<file path="src/rtl/dmux_nway_reg.sv">
// dmux_nway_reg
//   Registered 1-to-N demultiplexer with a valid/ready handshake on every
//   output channel. Each accepted input word is loaded into a one-deep
//   holding register on the selected channel, or into every channel when
//   broadcasting. An out-of-range unicast select is accepted, discarded and
//   recorded in a sticky error flag.
//
// Parameters
//   WIDTH  data width in bits (1..64)
//   WAYS   number of output channels (2..16, any value)
//   SEL_W  select width, derived from WAYS
//
// Ports
//   clk        rising-edge clock
//   reset_n    asynchronous active-low reset
//   in_data    input word
//   in_sel     destination channel index
//   in_bcast   1 = write word to every channel, in_sel ignored
//   in_valid   input word present
//   in_ready   block accepts the word this cycle (combinational)
//   out_data   channel k at [k*WIDTH +: WIDTH]
//   out_valid  channel k holds a word
//   out_ready  consumer k takes the word this cycle
//   clr_err    synchronous clear of err_sel (a coincident set wins)
//   err_sel    sticky flag: an out-of-range select was dropped
module dmux_nway_reg #(
  parameter int WIDTH = 16,
  parameter int WAYS  = 4,
  parameter int SEL_W = $clog2(WAYS)
) (
  input  logic                  clk,
  input  logic                  reset_n,
  input  logic [WIDTH-1:0]      in_data,
  input  logic [SEL_W-1:0]      in_sel,
  input  logic                  in_bcast,
  input  logic                  in_valid,
  output logic                  in_ready,
  output logic [WAYS*WIDTH-1:0] out_data,
  output logic [WAYS-1:0]       out_valid,
  input  logic [WAYS-1:0]       out_ready,
  input  logic                  clr_err,
  output logic                  err_sel
);

  // Full decode space of in_sel; indices at or above WAYS are out of range.
  localparam int SEL_N = 1 << SEL_W;

  logic [WIDTH-1:0] data_q [WAYS];
  logic [WAYS-1:0]  valid_q;
  logic [WAYS-1:0]  free;
  logic [WAYS-1:0]  load;
  logic [SEL_N-1:0] in_range;
  logic [SEL_N-1:0] free_ext;
  logic             sel_ok;
  logic             accept;
  logic             err_set;

  // Handshake and load decode. The per-channel free vector is zero-extended
  // to the full select space so in_sel can index it directly; out-of-range
  // slots are masked by in_range and never gate in_ready.
  always_comb begin
    free     = ~valid_q | out_ready;
    free_ext = SEL_N'(free);
    in_range = SEL_N'({WAYS{1'b1}});
    sel_ok   = in_range[in_sel];

    if (in_bcast) begin
      in_ready = &free;
    end else if (sel_ok) begin
      in_ready = free_ext[in_sel];
    end else begin
      in_ready = 1'b1;
    end

    accept = in_valid & in_ready;

    load = '0;
    for (int unsigned k = 0; k < WAYS; k++) begin
      load[k] = accept & (in_bcast | (sel_ok & (in_sel == SEL_W'(k))));
    end

    err_set = accept & ~in_bcast & ~sel_ok;
  end

  // Holding registers: load beats drain, so a load on a draining channel
  // replaces the word without a bubble.
  always_ff @(posedge clk or negedge reset_n) begin
    if (!reset_n) begin
      valid_q <= '0;
      for (int unsigned k = 0; k < WAYS; k++) begin
        data_q[k] <= '0;
      end
      err_sel <= 1'b0;
    end else begin
      for (int unsigned k = 0; k < WAYS; k++) begin
        if (load[k]) begin
          data_q[k]  <= in_data;
          valid_q[k] <= 1'b1;
        end else if (valid_q[k] & out_ready[k]) begin
          valid_q[k] <= 1'b0;
        end
      end
      err_sel <= err_set | (err_sel & ~clr_err);
    end
  end

  always_comb begin
    out_data = '0;
    for (int unsigned k = 0; k < WAYS; k++) begin
      out_data[k*WIDTH +: WIDTH] = data_q[k];
    end
  end

  assign out_valid = valid_q;

endmodule

</file>
<file path="config.mk">
export PLATFORM = sky130hd
export DESIGN_NAME = dmux_nway_reg
export DESIGN_NICKNAME = d
export VERILOG_FILES = /design/src/rtl/dmux_nway_reg.sv
export SDC_FILE = /design/constraint.sdc
export NUM_CORES = 1
export LEC_CHECK = 0
export ABC_AREA = 1
export CORE_MARGIN = 2
export CORE_UTILIZATION = 49
export CTS_BUF_LIST = sky130_fd_sc_hd__clkbuf_2
export DETAILED_ROUTE_END_ITERATION = 10
export GPL_TIMING_DRIVEN = 0
export PLACE_DENSITY = 0.88
export SKIP_CTS_REPAIR_TIMING = 1
export SLEW_MARGIN = 25
export SYNTH_ARGS = -nofsm -noshare
export SYNTH_HDL_FRONTEND = slang
export SYNTH_SLANG_ARGS = --single-unit
</file>
<file path="constraint.sdc">
create_clock -name clk -period 2.3 [get_ports clk]
set_clock_uncertainty 0.15 [all_clocks]
set_input_delay 0.345 -clock clk [delete_from_list [all_inputs] [get_ports clk]]
set_output_delay 0.345 -clock clk [all_outputs]
set_load 0.02 [all_outputs]
</file>
## Word-level counts from Yosys, hierarchy flattened

Cells that the tools add are included.

- Bits in read-only memories: 0
- Output and inout port bits: 70
- Logic and storage cells: 59
- Register bits: 69
- Memory bits (writable): 0
- Memories: 0
- Bits in latches: 0
- Input bits: 27

- Shift-type cells: 0
- Reduce and logical (&&, ||, !) cells: 6
- $add $sub $neg: 0
- Muxes and demuxes: 14
- Divide/modulo/power cells: 0
- Equality and inequality tests: 3
- $mul: 0
- $lt $le $gt $ge: 1
- Bitwise operators: 26

Operator list:

| operator | number |
|---|---|
| 1-bit AND | 16 |
| 1-bit two-way mux | 12 |
| 2-bit nonzero test | 4 |
| 1-bit bitwise OR | 5 |
| 1-bit binary-select mux with 2-bit select | 2 |
| 2-bit equality test, second input constant | 2 |
| 4-bit inverter | 1 |
| 4-bit bitwise OR | 1 |
| 4-bit AND reduction | 1 |
| 2-bit by 3-bit less-than comparator with 1-bit output, second input constant | 1 |
| 1-bit inverter | 3 |
| 2-bit by 1-bit equality test with 1-bit output, second input constant | 1 |
| 2-bit zero test | 1 |

## Depth between registers and ports, before layout

- Depth after elaboration: 10
- Gate-level depth with buffers: 10
- Mapped depth without buffers: 9

## Worst setup path after synthesis

OpenSTA, ideal clock, no wires.

- Path kind: input -> output
- Start: in in_sel[0]
- End: out in_ready
- Slack: 0.648 ns
- Arrival time: 1.157 ns
- Stages: 6
- Data required time: 1.805 ns
- Cells stage by stage: buf_4 > o21ai_4 > nand2_2 > nand2_4 > nor2_4 > buf_2

- Cells in the longest elaborated chain, start to end: 4
- Elaborated cells on any way between the ends: 6

Ends and longest elaborated chain:

| item | line | source |
|---|---|---|
| from (decl) | 34 | `input logic [SEL_W-1:0] in_sel,` |
| 1-bit binary-select mux with 2-bit select (on tied branches) | 70, 65 |  |
| 1-bit two-way mux (on tied branches) | 70, 65 |  |
| 1-bit two-way mux * | 69 | `end else if (sel_ok) begin` |
| 1-bit two-way mux * | 67 | `if (in_bcast) begin` |
| to (decl) | 37 | `output logic in_ready,` |

Mark *: on every way between the ends. The rest lies on a longest branch, timed or not. The select of a mux whose other input is x is not followed.

## Worst setup path after layout

- Start: reg valid_q[2] (netlist: out_valid[2])
- End: out in_ready

- Cells in the longest elaborated chain, start to end: 6
- Elaborated cells on any way between the ends: 7

Ends and longest elaborated chain:

| item | line | source |
|---|---|---|
| from (decl) | 49 | `logic [WAYS-1:0] valid_q;` |
| from (signal assigned) | 89 | `valid_q <= '0;` |
| from (signal, indexed assignment) | 98 | `valid_q[k] <= 1'b1;` |
| from (signal, indexed assignment) | 100 | `valid_q[k] <= 1'b0;` |
| 4-bit inverter * | 62 | `free = ~valid_q \| out_ready;` |
| 4-bit bitwise OR * | 62 |  |
| 1-bit binary-select mux with 2-bit select | 70 | `in_ready = free_ext[in_sel];` |
| 1-bit two-way mux (implied by the code) | 70 |  |
| 1-bit two-way mux | 69 |  |
| 1-bit two-way mux * | 67 |  |

Marks and branches as above.

==> flow_summary.json <==
{
  "r2r_slack_ns": 0.56,
  "period_share_pct": 95.6,
  "required_ns": 1.80,
  "routed_wl_mm": 8.47,
  "cp_max_fo": 10,
  "fmax_ghz": 0.455,
  "finalCriticalPeriod_ns": 2.20,
  "status": "finished clean",
  "nets": 462,
  "critPathLaunchType": "register",
  "post_dp_cell_area_um2": 4130,
  "clk_pin_slew_ns": 0.20,
  "drt_iter0_markers": 223,
  "cts_sinks": 69,
  "crit_arrival_ns": 1.70,
  "start_util_pct": 51.2,
  "netlist_area_um2": 3070,
  "drive_gt1_share_pct": 11.8,
  "gp_congestion": 0.847,
  "holdWs_ns": 0.0482,
  "final_core_util_pct": 71.4,
  "syn_inst": 327,
  "gr-total-overflow": 0,
  "cts_buffer_depth": 2,
  "path_class": "reg2out",
  "clock_latency_ns": 0.51,
  "routedWlPerCell_um": 16.4,
  "relSlewSlack_pct": 66.3,
  "cp_slowest_cell": "dfrtp_1",
  "setup-violations-final": 0,
  "synth_fp_nets": 354,
  "die_area_um2": 6910,
  "tightest_slew_ns": 0.506,
  "global_route.usage.total_pct": 25.3,
  "dr_total_vias": 2860,
  "synth_cell_types": 21,
  "seq_area_frac_synth_pct": 56.3,
  "antenna_found_initial": 0,
  "rr_worst_depth": 10,
  "worst_path_most_repeated_cell": "nand2_1",
  "diodes": 0,
  "cts_tree": "built",
  "min_path_type": "in2async",
  "syn_area_per_cell_um2": 9.39,
  "grt_pass1_vias": 2837,
  "coreArea_um2": 5990,
  "hold_viol": 0,
  "htree_levels": 3,
  "vdd_drop_max_uv": 571,
  "drt_first_pass_iters": 5,
  "critical_path.max_stage_delay_ns": 0.44,
  "cts_buffers": 9,
  "leakage_uw": 0.00208,
  "vias_per_cell": 5.55,
  "final_common_cell": "nand2_1",
  "reg2reg_to": "out_data[31]$_DFFE_PN0P_",
  "crit_chain": "nand2_1 -> nand2_1 -> nand2_1 -> nand3_2 -> nor2_4 -> buf_6 -> buf_4",
  "maxSlewViolCount": 0,
  "port_buffers": 94,
  "area_growth_pct": 39.5,
  "die_w_um": 83.1,
  "ys_seq_elements": 69,
  "ios": 97,
  "ant_nets": 0,
  "dieHeight_um": 83.1,
  "grt_start_max_net_pins": 54,
  "root_buffer": "clkbuf_2",
  "cp-end-kind": "output pin",
  "r2r_start": "out_valid[2]$_DFFE_PN0P_",
  "dp_hpwl_mm": 6.29,
  "final_cell_mix": "nand2_1, clkdlybuf4s50_1, dfrtp_1, nand4_1",
  "design_area_um2": 4280,
  "tns_ns": 0,
  "row_count": 28,
  "ys_warn_count": 0,
  "route.detailed.drc": 0,
  "p_per_area_nw_per_um2": 1010,
  "grt_pass1_wl_mm": 13.8,
  "drv_cap": 0
}
[kinds of logic after synthesis]
logic type,synth area share [%]
compound gates,1.14
simple gates,36.0
flops,56.3
buf+inv,6.56
[synthesized netlist by cell type]
cell	instances	area share (%)
nand2_1	138	17
dfrtp_1	69	56
buf_4	4	0.98
nand4_1	65	13
clkbuf_1	9	1.1
nor2_4	1	0.37
o21ai_1	2	0.33
inv_1	7	0.86
buf_2	3	0.49
o21ai_4	1	0.53
nand4_4	4	2.8
inv_2	2	0.24
nand2_2	3	0.61
nor2_1	5	0.61
nor2_8	1	0.65
o21ai_2	1	0.29
nand3_1	1	0.16
nand2_4	2	0.73
buf_6	7	2.6
buf_1	1	0.12
inv_4	1	0.20
[power by group]
group / internal (µW) / switching, µW
clock network: 253 / 461
logic: 854 / 1030
registers: 1540 / 205
total: 2650 / 1690
[per-stage QoR]
stage               worst slack, ns  total power [µW]  cells
floorplan                     0.648              2690    327
global placement              -1.43              3580    496
detailed placement           -0.525              3640    497
CTS                          -0.532              4350    513
global route                -0.0218              4570    515
finish                        0.102              4340    515
[metal layers]
layer / wire length, µm / GRT usage, % / part of all wire [%]
met4: 87 / 7.45 / 1.0
met1: 3330 / 31.6 / 39
met5: 0 / 0 / 0
met2: 4300 / 42.9 / 51
met3: 757 / 7.16 / 8.9
[registers in the layout (all words and copies together) (netlist names)]
register   count
out_data      64
out_valid      4
err_sel        1
[worst max-delay path, delay by kind of cell, from the launching register on]
family | cells | cell delay (ns)
simple gates | 5 | 0.46
buf+inv | 2 | 0.29
flops | 1 | 0.44
[final cells by class]
cell class	instances	area, µm²
repair buffers	97	983
clock buffers	9	45.0
fillers	421	1710
plain buffers	24	168
multi-input cells	224	1150
inverters	10	40.0
clock inverters	7	75.1
flip-flops and latches	69	1730
well taps	75	93.8
[worst max path at each step]
stage | startpoint | end | cells past startpoint
2_1_floorplan | in_sel[0] | in_ready | 6
5_1_grt | out_valid[3]$_DFFE_PN0P_ | in_ready | 7
4_1_cts | in_sel[1] | in_ready | 9
3_5_place_dp | in_sel[1] | in_ready | 9
3_3_place_gp | reset_n | out_valid[3]$_DFFE_PN0P_ | 1
6_report | out_valid[2]$_DFFE_PN0P_ | in_ready | 7
No activity file was read; power rests on OpenSTA's default activity.
